`src/rtl/evt_debounce_edge.sv`:
```
// evt_debounce_edge: conditions an asynchronous raw input into a clean,
// single-cycle event pulse. The pipeline runs raw_in through a synchroniser,
// then a debounce FSM, then an edge selector.
// Optional build macro EVT_DEBOUNCE_CNT_EN: when it is defined, a saturating
// counter of emitted events drives evt_count. When it is undefined, evt_count
// is tied to zero.
module evt_debounce_edge #(
  parameter int SYNC_STAGES = 2,
  parameter int DB_CYCLES   = 8,
  parameter int EDGE_MODE   = 0,
  parameter int EVT_CNT_W   = 8
) (
  input  logic                 clk,
  input  logic                 rst,
  input  logic                 en,
  input  logic                 raw_in,
  output logic                 evt,
  output logic                 level,
  output logic [EVT_CNT_W-1:0] evt_count
);

  // The debounce counter must be able to hold DB_CYCLES.
  localparam int CNT_W = $clog2(DB_CYCLES + 1);
  localparam logic [CNT_W-1:0] DB_LAST = CNT_W'(DB_CYCLES - 1);

  // Edge modes outside 0..2 fall back to rising-only.
  localparam int   EM      = (EDGE_MODE == 1 || EDGE_MODE == 2) ? EDGE_MODE : 0;
  localparam logic RISE_EN = (EM != 1) ? 1'b1 : 1'b0;
  localparam logic FALL_EN = (EM != 0) ? 1'b1 : 1'b0;

  typedef enum logic [1:0] {
    S_LOW     = 2'd0,
    S_WAIT_HI = 2'd1,
    S_HIGH    = 2'd2,
    S_WAIT_LO = 2'd3
  } state_t;

  logic [SYNC_STAGES-1:0] sync_r;
  logic                   s_s;
  state_t                 state_r;
  logic [CNT_W-1:0]       cnt_r;
  logic                   level_r;
  logic                   evt_r;
  logic                   rise_acc_s;
  logic                   fall_acc_s;
  logic                   fire_s;

  // Synchroniser chain: this is the only logic that samples raw_in.
  always_ff @(posedge clk or posedge rst) begin
    if (rst) begin
      sync_r <= {SYNC_STAGES{1'b0}};
    end else begin
      sync_r <= {sync_r[SYNC_STAGES-2:0], raw_in};
    end
  end

  assign s_s = sync_r[SYNC_STAGES-1];

  // Detect the cycle on which a level change is accepted.
  always_comb begin
    rise_acc_s = 1'b0;
    fall_acc_s = 1'b0;
    case (state_r)
      S_LOW: begin
        if (s_s && (DB_CYCLES == 1)) rise_acc_s = 1'b1;
        else                         rise_acc_s = 1'b0;
      end
      S_WAIT_HI: begin
        if (s_s && (cnt_r == DB_LAST)) rise_acc_s = 1'b1;
        else                           rise_acc_s = 1'b0;
      end
      S_HIGH: begin
        if (!s_s && (DB_CYCLES == 1)) fall_acc_s = 1'b1;
        else                          fall_acc_s = 1'b0;
      end
      S_WAIT_LO: begin
        if (!s_s && (cnt_r == DB_LAST)) fall_acc_s = 1'b1;
        else                            fall_acc_s = 1'b0;
      end
      default: begin
        rise_acc_s = 1'b0;
        fall_acc_s = 1'b0;
      end
    endcase
  end

  // An event fires only for a selected edge while enabled. Edges accepted
  // while en is low are dropped.
  assign fire_s = en & ((rise_acc_s & RISE_EN) | (fall_acc_s & FALL_EN));

  // Debounce FSM with registered level and event outputs.
  always_ff @(posedge clk or posedge rst) begin
    if (rst) begin
      state_r <= S_LOW;
      cnt_r   <= {CNT_W{1'b0}};
      level_r <= 1'b0;
      evt_r   <= 1'b0;
    end else begin
      evt_r <= fire_s;
      case (state_r)
        S_LOW: begin
          if (rise_acc_s) begin
            state_r <= S_HIGH;
            level_r <= 1'b1;
            cnt_r   <= {CNT_W{1'b0}};
          end else if (s_s) begin
            state_r <= S_WAIT_HI;
            cnt_r   <= CNT_W'(1);
          end else begin
            cnt_r   <= {CNT_W{1'b0}};
          end
        end
        S_WAIT_HI: begin
          if (!s_s) begin
            state_r <= S_LOW;
            cnt_r   <= {CNT_W{1'b0}};
          end else if (rise_acc_s) begin
            state_r <= S_HIGH;
            level_r <= 1'b1;
            cnt_r   <= {CNT_W{1'b0}};
          end else begin
            cnt_r   <= cnt_r + CNT_W'(1);
          end
        end
        S_HIGH: begin
          if (fall_acc_s) begin
            state_r <= S_LOW;
            level_r <= 1'b0;
            cnt_r   <= {CNT_W{1'b0}};
          end else if (!s_s) begin
            state_r <= S_WAIT_LO;
            cnt_r   <= CNT_W'(1);
          end else begin
            cnt_r   <= {CNT_W{1'b0}};
          end
        end
        S_WAIT_LO: begin
          if (s_s) begin
            state_r <= S_HIGH;
            cnt_r   <= {CNT_W{1'b0}};
          end else if (fall_acc_s) begin
            state_r <= S_LOW;
            level_r <= 1'b0;
            cnt_r   <= {CNT_W{1'b0}};
          end else begin
            cnt_r   <= cnt_r + CNT_W'(1);
          end
        end
        default: begin
          state_r <= S_LOW;
          cnt_r   <= {CNT_W{1'b0}};
          level_r <= 1'b0;
        end
      endcase
    end
  end

  assign evt   = evt_r;
  assign level = level_r;

`ifdef EVT_DEBOUNCE_CNT_EN
  logic [EVT_CNT_W-1:0] evt_cnt_r;

  // Saturating event counter. It updates on the same edge that raises evt.
  always_ff @(posedge clk or posedge rst) begin
    if (rst) begin
      evt_cnt_r <= {EVT_CNT_W{1'b0}};
    end else if (fire_s && (evt_cnt_r != {EVT_CNT_W{1'b1}})) begin
      evt_cnt_r <= evt_cnt_r + EVT_CNT_W'(1);
    end else begin
      evt_cnt_r <= evt_cnt_r;
    end
  end

  assign evt_count = evt_cnt_r;
`else
  assign evt_count = {EVT_CNT_W{1'b0}};
`endif

endmodule

```
`config.mk`:
```
export PLATFORM = sky130hd
export DESIGN_NAME = evt_debounce_edge
export DESIGN_NICKNAME = d
export VERILOG_FILES = /design/src/rtl/evt_debounce_edge.sv
export SDC_FILE = /design/constraint.sdc
export NUM_CORES = 1
export LEC_CHECK = 0
export CAP_MARGIN = 20
export CORE_MARGIN = 5
export CORE_UTILIZATION = 35
export CTS_CLUSTER_SIZE = 24
export DETAILED_ROUTE_END_ITERATION = 12
export DONT_BUFFER_PORTS = 1
export MAX_ROUTING_LAYER = met4
export PLACE_DENSITY_LB_ADDON = 0.3
export SKIP_LAST_GASP = 1
export SYNTH_ARGS = -nofsm -noshare
export SYNTH_HDL_FRONTEND = slang
export SYNTH_SLANG_ARGS = --single-unit
```
`constraint.sdc`:
```
create_clock -name clk -period 1.6 [get_ports clk]
set_input_delay 0.08 -clock clk [delete_from_list [all_inputs] [get_ports clk]]
set_output_delay 0.08 -clock clk [all_outputs]
set_load 0.02 [all_outputs]
```
After elaboration in Yosys (flattened, before gate mapping)
Index checks and enable logic that the tools add are counted.
{"block": "totals", "register_bits": 10, "in_bits": 4}
{"block": "classes", "add_sub_neg": 1, "mux": 27, "bitwise_logic": 1, "reduce_logical": 6, "eq_ne": 10}
{"op": "2-bit 2-to-1 mux", "count": 8}
{"op": "4-bit 2-to-1 mux", "count": 4}
{"op": "4-bit case mux with 4 select lines", "count": 1}
{"op": "1-bit 2-to-1 mux", "count": 12}
{"op": "3-bit inequality test, second input constant", "count": 4}
{"op": "2-bit case mux with 4 select lines", "count": 1}
{"op": "4-bit by 1-bit adder with 4-bit output, second input constant", "count": 1}
{"op": "2-bit == test, second input constant", "count": 2}
{"op": "4-bit by 3-bit == test with 1-bit output, second input constant", "count": 1}
{"op": "2-bit inequality test, second input constant", "count": 2}
{"op": "1-bit case mux with 4 select lines", "count": 1}
{"op": "4-bit AND reduction", "count": 1}
{"op": "2-bit by 1-bit == test with 1-bit output, second input constant", "count": 1}
{"op": "1-bit logical AND", "count": 2}
{"op": "2-bit logical NOT", "count": 1}
{"op": "2-bit AND reduction", "count": 1}
{"op": "1-bit AND", "count": 1}
{"op": "1-bit logical NOT", "count": 1}

Longest topological paths before layout
Gate-level depths: netlist (run 1).
{"block": "depth", "ltp_word": 7, "depth_mapped": 4}

Worst setup path before layout (run 1)
No wires, ideal clock.
{"block": "synth_path", "path_type": "register -> register", "start": "register cnt_r[0]", "end": "register (tool-made name)", "slack_ns": 0.402, "path_stages_with_launch": 4, "t_arrival_ns": 1.074, "synth_period_minus_slack_ns": 1.198, "path_cell_list": "dfrtp_1 > ha_1 > nand4b_4 > mux2_2"}
{"item": "start, declared", "line": "41", "source": "logic [CNT_W-1:0] cnt_r;"}
{"item": "start signal, assigned", "line": "95", "source": "cnt_r <= {CNT_W{1'b0}};"}
{"item": "start signal, assigned", "line": "105", "source": "cnt_r <= {CNT_W{1'b0}};"}
{"item": "start signal, assigned", "line": "110", "source": "cnt_r <= {CNT_W{1'b0}};"}

Worst setup path after layout (run 1)
{"block": "layout_path", "start": "register cnt_r[0]", "end": "register level_r (netlist: level)"}
{"block": "layout_via", "elab_chain_cells": 7}
{"item": "4-bit by 3-bit == test with 1-bit output (*)", "line": "69, 77"}
{"item": "1-bit logical AND (on tied branches)", "line": "77, 69"}
{"item": "1-bit 2-to-1 mux (on tied branches)", "line": "77, 69"}
{"item": "1-bit 2-to-1 mux (2 in a row)"}
{"item": "1-bit 2-to-1 mux (on tied branches)"}
{"item": "1-bit case mux with 4 select lines (*)"}
{"item": "end signal, assigned", "line": "96", "source": "level_r <= 1'b0;"}
{"item": "end signal, assigned", "line": "104", "source": "level_r <= 1'b1;"}
{"item": "end signal, assigned", "line": "119", "source": "level_r <= 1'b1;"}
{"item": "end, declared", "line": "42", "source": "logic level_r;"}
Every way passes the cells marked *; elsewhere a longest branch is shown, timed or not. The select of a mux whose other input is x is not followed.
A chain may end at the register's enable or synchronous reset.

==> results of run 1 <==
-- layer usage --
metal / wire, um / vias to the layer above / GRT usage (%) / part of all wire, %
li1: - / 133 / - / -
met1: 248 / 125 / 9.00 / 41
met2: 325 / 5 / 9.21 / 54
met3: 31 / 0 / 1.53 / 5.1
met4: 0 / 0 / 6.63 / 0
met5: 0 / - / - / 0
-- worst max-delay path by stage --
| stage | startpoint | endpoint | slack [ps] |
|---|---|---|---|
| after CTS | cnt_r[0] | level | 320 |
| after floorplan | cnt_r[0] | flop | 400 |
| after detailed placement | cnt_r[0] | level | 330 |
| final | cnt_r[0] | level | 330 |
| after global placement | cnt_r[0] | flop | 350 |
| after global routing | cnt_r[0] | level | 220 |
-- cells in the final DEF, fill, tap and decap left out --
cell type	n
and2_2	1
dfrtp_1	10
xnor2_1	1
nand2_1	2
clkbuf_4	3
a21boi_0	1
nand4b_4	1
o21ai_0	1
o21bai_1	1
nor2_1	5
mux2i_1	1
dlygate4sd3_1	3
conb_1	8
and3_1	1
xor2_1	1
nand3_1	1
clkbuf_8	1
inv_1	2
o21a_1	1
mux2_2	1
o22a_1	1
ha_1	1
-- registers in the layout (all words and copies together) (netlist names), named ones only --
name,flops
level,1
state_r,1
evt,1
cnt_r,4
sync_r,2
-- kinds of logic (layout without fill, tap and decap cells) --
family / after synthesis / after routing / synth area share (%)
simple gates: 11 / 11 / 14.4
flops: 10 / 10 / 52.4
buf+inv: 10 / 9 / 14.1
other cells: 1 / 8 / 0.785
xor+xnor: 2 / 2 / 3.67
mux: 2 / 2 / 4.45
fa+ha+maj: 1 / 1 / 2.62
compound gates: 5 / 5 / 7.59
-- power by group --
group	internal [mW]	leakage [nW]	switching (mW)	total [mW]
Clock	0.138	0.0210	0.0795	0.217
Sequential	0.260	0.130	0.00636	0.267
Combinational	0.0117	0.133	0.0281	0.0397
-- layout make-up --
class / count / area, um2
Timing Repair Buffer: 3 / 30.0
Inverter: 2 / 7.51
Tap cell: 15 / 18.8
Fill cell: 140 / 772
Clock buffer: 4 / 36.3
Multi-Input combinational cell: 29 / 186
Sequential cell: 10 / 250
-- per-stage QoR --
stage	utilization [%]	hold WS [ps]	power [mW]	setup slack [ps]
2_1_floorplan	-	-79.8	0.317	402
3_3_place_gp	35.6	-34.8	0.306	347
3_5_place_dp	35.6	-35.0	0.306	327
4_1_cts	40.7	234	0.538	316
5_1_grt	40.7	252	0.557	221
6_report	40.7	230	0.524	332
-- timing repair --
action	4_1_cts	5_1_grt
setup buffers	0	0
hold buffers	3	0
endpoints found under the setup margin	0	0
hold endpoints to repair	12	0
==> flow_summary.json, run 1 <==
{
  "dr_total_vias": 263,
  "hold_path_class": "input port to asynchronous set/reset pin",
  "rows": 13,
  "synthTopCellsByCount": "dfrtp_1, buf_4, nor2_1",
  "yosys_warnings": 0,
  "synth-main-ff-cell": "dfrtp_1",
  "critPathTopFamily": "flip-flops",
  "async_flop_share_pct": 100,
  "final_nets": 54,
  "htree_levels": 1,
  "dieArea_um2": 2200,
  "r2r-start": "cnt_r[0]",
  "clock_latency_ps": 260,
  "drt-initial-drc-count": 0,
  "ys_seq_area_share_pct": 52.4,
  "synth_top_area_cell": "dfrtp_1",
  "path_clk_slew_ps": 70,
  "grt_pass1_wl_mm": 1.04,
  "cellLeakagePower_nw": 0.284,
  "synth_edf_count": 0,
  "r2r_end": "level",
  "initial_core_util_pct": 36.7,
  "post_drt_wl_per_cell_um": 9.60,
  "vias_per_cell": 4.17,
  "clk_path_buf_depth": 2,
  "max_freq_ghz": 0.788,
  "numCtsBuffers": 3,
  "max-cap-violations": 0,
  "synth_seq_cells": 10,
  "grt_pass1_vias": 253,
  "synth_top_area_share_pct": 52.4,
  "tns_ps": 0,
  "synth_area_um2": 478,
  "areaGrowthSynthToFinish_pct": 10.7,
  "cp_max_fo": 4,
  "synthCells": 42,
  "wirelength_um": 605,
  "yosysUniqueCellTypes": 20,
  "place_inst": 56,
  "layout-drive-gt1-share_pct": 14.6,
  "gr-usage-all-layers_pct": 7.14,
  "rsz0062_at_grt": "false",
  "first_pass_iters": 1,
  "cts_resized": 0,
  "setup_viol": 0,
  "finClkSkew_ps": 4.95,
  "die_h_um": 47.0,
  "grt_max_degree": 11,
  "hold_viol": 0,
  "worst-path-stages": 4,
  "synth.avg_cell_area_um2": 11.4,
  "cts_tree": "built",
  "reg2reg_slack_ps": 330,
  "status": "complete, no violations",
  "endpoint_kind": "flop",
  "critPathRequiredTime_ps": 1750,
  "core_um2": 1300,
  "dp_hpwl_um": 495,
  "drv_slew": 0,
  "critPathMaxStageDelay_ps": 370,
  "n_antenna_cell": 0,
  "ant_nets": 0,
  "peakVddDrop_mv": 0.489,
  "drc_errors": 0,
  "fin_crit_sh_pct": 79.3,
  "rr_worst_depth": 4,
  "arrival_ps": 1420,
  "synthTopCellsByArea": "dfrtp_1, buf_4, nand4b_4",
  "cts_root_buffer": "clkbuf_4",
  "portBuffers": 0,
  "stdcell_count": 63,
  "crit_buf_inv": 0,
  "num_io_pins": 14,
  "power_density_nw_per_um2": 989,
  "yosysMostFrequentCell": "dfrtp_1",
  "overflow": 0,
  "period_needed_ps": 1270,
  "cp_cell_sequence": "ha_1 -> nand4b_4 -> o21a_1 -> o22a_1",
  "critPathKind": "flop to flop",
  "grt_antenna_before_repair": 0,
  "placedInstanceArea_um2": 463,
  "slowest_stage": "dfrtp_1",
  "gp_congestion": 0.665,
  "crit_path_start_kind": "flop",
  "clock_sinks": 10,
  "die_x_um": 47.0,
  "fin_area_um2": 529
}
(Power assumes the default switching activity.)
==> inputs of run 2 (changes only) <==
clock period = 1.3 ns   (was 1.6 ns; I/O delays follow)
==> run 2 against run 1 <==
Count of clock-buffer cells in the layout is the same. First-iteration DRC count increased by 2. Via count is 1.1% lower. Critical path depth is 1 lower. Die area unchanged. Clock power rose by 24%. Sequential power increased by 23%. Cell count rose by 1.6%. Combinational power rose by 28%. Non-clock buffer count up 1. Critical path type unchanged. Largest power group unchanged. Highest routed layer is now met4.
==> flow_summary.json, run 2 (synthesized netlist as in run 1, its figures left out) <==
{
  "die_x_um": 47.0,
  "multi_input_area_um2": 186,
  "fin_area_um2": 537,
  "path_clk_slew_ps": 60,
  "grt_pass1_wl_mm": 1.01,
  "critPathRequiredTime_ps": 1450,
  "layout-drive-gt1-share_pct": 16.3,
  "numCtsBuffers": 3,
  "layout.cells.most_common_list": "dfrtp_1, conb_1, nor2_1, clkbuf_4, dlygate4sd3_1",
  "areaGrowthSynthToFinish_pct": 12.3,
  "initial_core_util_pct": 36.7,
  "n_antenna_cell": 0,
  "top_register": "cnt_r",
  "placedInstanceArea_um2": 470,
  "hold_path_class": "input port to asynchronous set/reset pin",
  "clock_sinks": 10,
  "hold_viol": 0,
  "drt-initial-drc-count": 2,
  "postCtsHoldBufs": 3,
  "cp_max_fo": 4,
  "status": "complete, no violations",
  "drv_slew": 0,
  "critPathMaxStageDelay_ps": 400,
  "cts_setup_buffers": 0,
  "p_total_mw": 0.649,
  "largest_register_ffs": 4,
  "dp_hpwl_um": 494,
  "swShare_pct": 22.1,
  "post_drt_wl_per_cell_um": 9.59,
  "peakVddDrop_mv": 0.548,
  "slowest_stage": "dfrtp_1",
  "wirelength_um": 614,
  "num_io_pins": 14,
  "max_freq_ghz": 0.829,
  "switching_power_mw": 0.143,
  "layout_commonest_cell": "dfrtp_1",
  "gr-usage-all-layers_pct": 6.90,
  "core_um2": 1300,
  "crit_buf_inv": 0,
  "clk_path_buf_depth": 2,
  "grt_pass1_vias": 231,
  "rows": 13,
  "grt_antenna_before_repair": 0,
  "overflow": 0,
  "gp_congestion": 0.627,
  "seq_area_um2": 250,
  "max-cap-violations": 0,
  "finClkSkew_ps": 1.71,
  "power_frac_comb_pct": 7.8,
  "n_fill_cell": 135,
  "grt_max_degree": 11,
  "critPathTopFamily": "flip-flops",
  "setup_slack_ps": 93.6,
  "vias_per_cell": 4.06,
  "pwr-share-clk_pct": 41.6,
  "fin_crit_sh_pct": 92.8,
  "tns_ps": 0,
  "htree_levels": 1,
  "dieArea_um2": 2200,
  "place_ws_ps": 95.7,
  "cp_cell_sequence": "ha_1 -> nand4b_4 -> mux2_2",
  "arrival_ps": 1350,
  "ant_nets": 0,
  "die_h_um": 47.0,
  "power_frac_seq_pct": 50.6,
  "rsz0062_at_grt": "false",
  "period_needed_ps": 1210,
  "cts_tree": "built",
  "crit_path_start_kind": "flop",
  "endpoint_kind": "flop",
  "cellLeakagePower_nw": 0.290,
  "first_pass_iters": 2,
  "cts_resized": 0,
  "power.internal_mw": 0.505,
  "final_nets": 55,
  "power_density_nw_per_um2": 1210,
  "setup_viol": 0,
  "portBuffers": 0,
  "critPathKind": "flop to flop",
  "drc_errors": 0,
  "clock_latency_ps": 260,
  "reg.largest.list": "cnt_r: 4 flops, sync_r: 2 flops",
  "cts_root_buffer": "clkbuf_4",
  "dr_total_vias": 260
}
==> run 2: per-stage QoR <==
stage / cells / hold WS, ps / util (%)
2_1_floorplan: 49 / -94.8 / -
3_3_place_gp: 57 / -50.7 / 36.2
3_5_place_dp: 57 / -50.3 / 36.2
4_1_cts: 64 / 222 / 41.3
5_1_grt: 64 / 235 / 41.3
6_report: 64 / 215 / 41.3
==> run 2: metal layers <==
layer	track usage, %	vias to the layer above	wire length [um]
met4	3.31	0	8
li1	-	136	-
met2	8.94	7	301
met3	2.68	2	39
met1	9.29	115	264
met5	-	-	0
==> run 2: path summary, 6_finish.rpt <==
path	end	startpoint	slack [ps]	depth (start not counted)
setup / recovery	flop	cnt_r[0]	90	3
hold / removal	state_r[0]	rst	220	2
setup reg to reg	flop	cnt_r[0]	90	3
hold reg to reg	sync_r[1]	sync_r[0]	360	0
max in group asynchronous	sync_r[0]	rst	820	2
min in group clk	sync_r[1]	sync_r[0]	360	0
==> run 2: power by group through the flow <==
stage | registers (mW) | logic [mW] | clock network (mW)
2_1_floorplan | 0.332 | 0.0574 | 0
3_3_place_gp | 0.334 | 0.0439 | 0
3_5_place_dp | 0.334 | 0.0441 | 0
4_1_cts | 0.328 | 0.0512 | 0.283
5_1_grt | 0.330 | 0.0571 | 0.299
6_report | 0.328 | 0.0507 | 0.270
==> run 2: cell type report <==
type	instances	share of cell area, %
Sequential cell	10	46.6
Multi-Input combinational cell	29	34.7
Timing Repair Buffer	4	6.99
Clock buffer	4	6.76
Tap cell	15	3.50
Inverter	2	1.40
==> inputs of run 3 (changes only) <==
GPL_TIMING_DRIVEN = 0   (was unset)
clock period = 1.45 ns   (was 1.3 ns; I/O delays follow)
==> run 3 against run 2 <==
Sequential share of layout area fell by 4.2 points. Sequential power fell by 10%. Register-to-register slack improved by 100 ps. Final area rose by 9.8%. First-iteration DRC count fell by 100%. Via count rose by 7.3%.
==> flow_summary.json, run 3 (synthesized netlist as in run 1, its figures left out) <==
{
  "cts_tree": "built",
  "gp_congestion": 0.616,
  "gr-usage-all-layers_pct": 6.83,
  "dp_hpwl_um": 514,
  "final_nets": 62,
  "status": "complete, no violations",
  "first_pass_iters": 1,
  "post_drt_wl_per_cell_um": 8.96,
  "cp_cell_sequence": "ha_1 -> nand4b_4 -> mux2_2",
  "reg.largest.list": "cnt_r: 4 flops, sync_r: 2 flops",
  "grt_max_degree": 11,
  "max-cap-violations": 0,
  "critPathTopFamily": "flip-flops",
  "top_register": "cnt_r",
  "layout_commonest_cell": "dfrtp_1",
  "rsz0062_at_grt": "false",
  "n_antenna_cell": 0,
  "overflow": 0,
  "cts_resized": 0,
  "grt_antenna_before_repair": 0,
  "reg2reg_slack_ps": 200,
  "crit_path_start_kind": "flop",
  "peakVddDrop_mv": 0.620,
  "num_io_pins": 14,
  "crit_buf_inv": 0,
  "clock_sinks": 10,
  "endpoint_kind": "flop",
  "worst-path-stages": 3,
  "place_inst": 64,
  "drc_errors": 0,
  "max_freq_ghz": 0.799,
  "drv_slew": 0,
  "dr_total_vias": 279,
  "path_clk_slew_ps": 60,
  "wirelength_um": 636,
  "arrival_ps": 1400,
  "layout-drive-gt1-share_pct": 26.8,
  "critPathKind": "flop to flop",
  "cts_root_buffer": "clkbuf_4",
  "slowest_stage": "dfrtp_1",
  "dieArea_um2": 2200,
  "drt-initial-drc-count": 0,
  "cp_max_fo": 4,
  "die_h_um": 47.0,
  "critPathRequiredTime_ps": 1600,
  "layout.cells.most_common_list": "dfrtp_1, buf_4, conb_1, nor2_1",
  "tns_ps": 0,
  "crit_start": "cnt_r[0]",
  "place_ws_ps": 196,
  "critPathMaxStageDelay_ps": 400,
  "grt_pass1_wl_mm": 1.00,
  "areaGrowthSynthToFinish_pct": 23.3,
  "finClkSkew_ps": 5.24,
  "core_um2": 1300,
  "portBuffers": 0,
  "fin_crit_sh_pct": 86.4,
  "largest_register_ffs": 4,
  "cellLeakagePower_nw": 0.328,
  "period_needed_ps": 1250,
  "clock_latency_ps": 260,
  "clk_path_buf_depth": 2,
  "grt_pass1_vias": 237,
  "hold_path_class": "input port to asynchronous set/reset pin",
  "ant_nets": 0,
  "setup_slack_ps": 198,
  "setup_viol": 0,
  "rows": 13,
  "die_x_um": 47.0,
  "numCtsBuffers": 3,
  "power_density_nw_per_um2": 1010,
  "stdcell_count": 71,
  "initial_core_util_pct": 36.7,
  "htree_levels": 1,
  "r2r-start": "cnt_r[0]",
  "rr_worst_depth": 3,
  "hold_viol": 0,
  "vias_per_cell": 3.93
}
-- run 3: changes by cell type in the layout (fill, tap and decap cells not counted), sizes merged --
| cell | delta |
|---|---|
| buf | +7 |
-- run 3: repair_timing --
action | CTS | global route
buffers inserted | 0 | 0
hold buffers | 3 | 0
hold endpoints to repair | 12 | 0
endpoints found under the setup margin | 0 | 0
-- run 3: final cells by class --
type	instances	area, um2
Inverter	2	7.51
Sequential cell	10	250
Tap cell	15	18.8
Multi-Input combinational cell	29	186
Fill cell	133	712
Clock buffer	4	36.3
Timing Repair Buffer	3	30.0
Buffer	8	60.1
-- run 3: how the worst min path moves through the flow --
stage | endpoint | slack (ps) | cells past startpoint
2_1_floorplan | asynchronous set/reset pin | -90 | 1
3_3_place_gp | cnt_r[2] | -40 | 1
3_5_place_dp | cnt_r[3] | -50 | 1
4_1_cts | asynchronous set/reset pin | 230 | 2
5_1_grt | asynchronous set/reset pin | 250 | 2
6_report | asynchronous set/reset pin | 220 | 2
-- run 3: stage by stage --
| step | area [um2] | total power [mW] | utilization [%] | hold slack, ps |
|---|---|---|---|---|
| 6_report | 589 | 0.597 | 45.3 | 218 |
| 5_1_grt | 589 | 0.627 | 45.3 | 251 |
| 4_1_cts | 589 | 0.609 | 45.3 | 226 |
| 3_5_place_dp | 523 | 0.354 | 40.2 | -46.1 |
| 3_3_place_gp | 523 | 0.354 | 40.2 | -44.1 |
| 2_1_floorplan | 504 | 0.349 | - | -87.3 |
-- run 3: where the power goes --
group	switching, mW	leakage, nW	internal (mW)
logic	0.0337	0.176	0.0272
clock network	0.0901	0.0210	0.152
registers	0.00696	0.130	0.287
-- run 3: metal layers --
layer | up-vias | share of wire [%] | global-route usage [%]
li1 | 149 | - | -
met4 | 0 | 0 | 4.97
met5 | - | 0 | -
met3 | 0 | 6.8 | 2.68
met2 | 5 | 52 | 9.76
met1 | 125 | 41 | 7.64
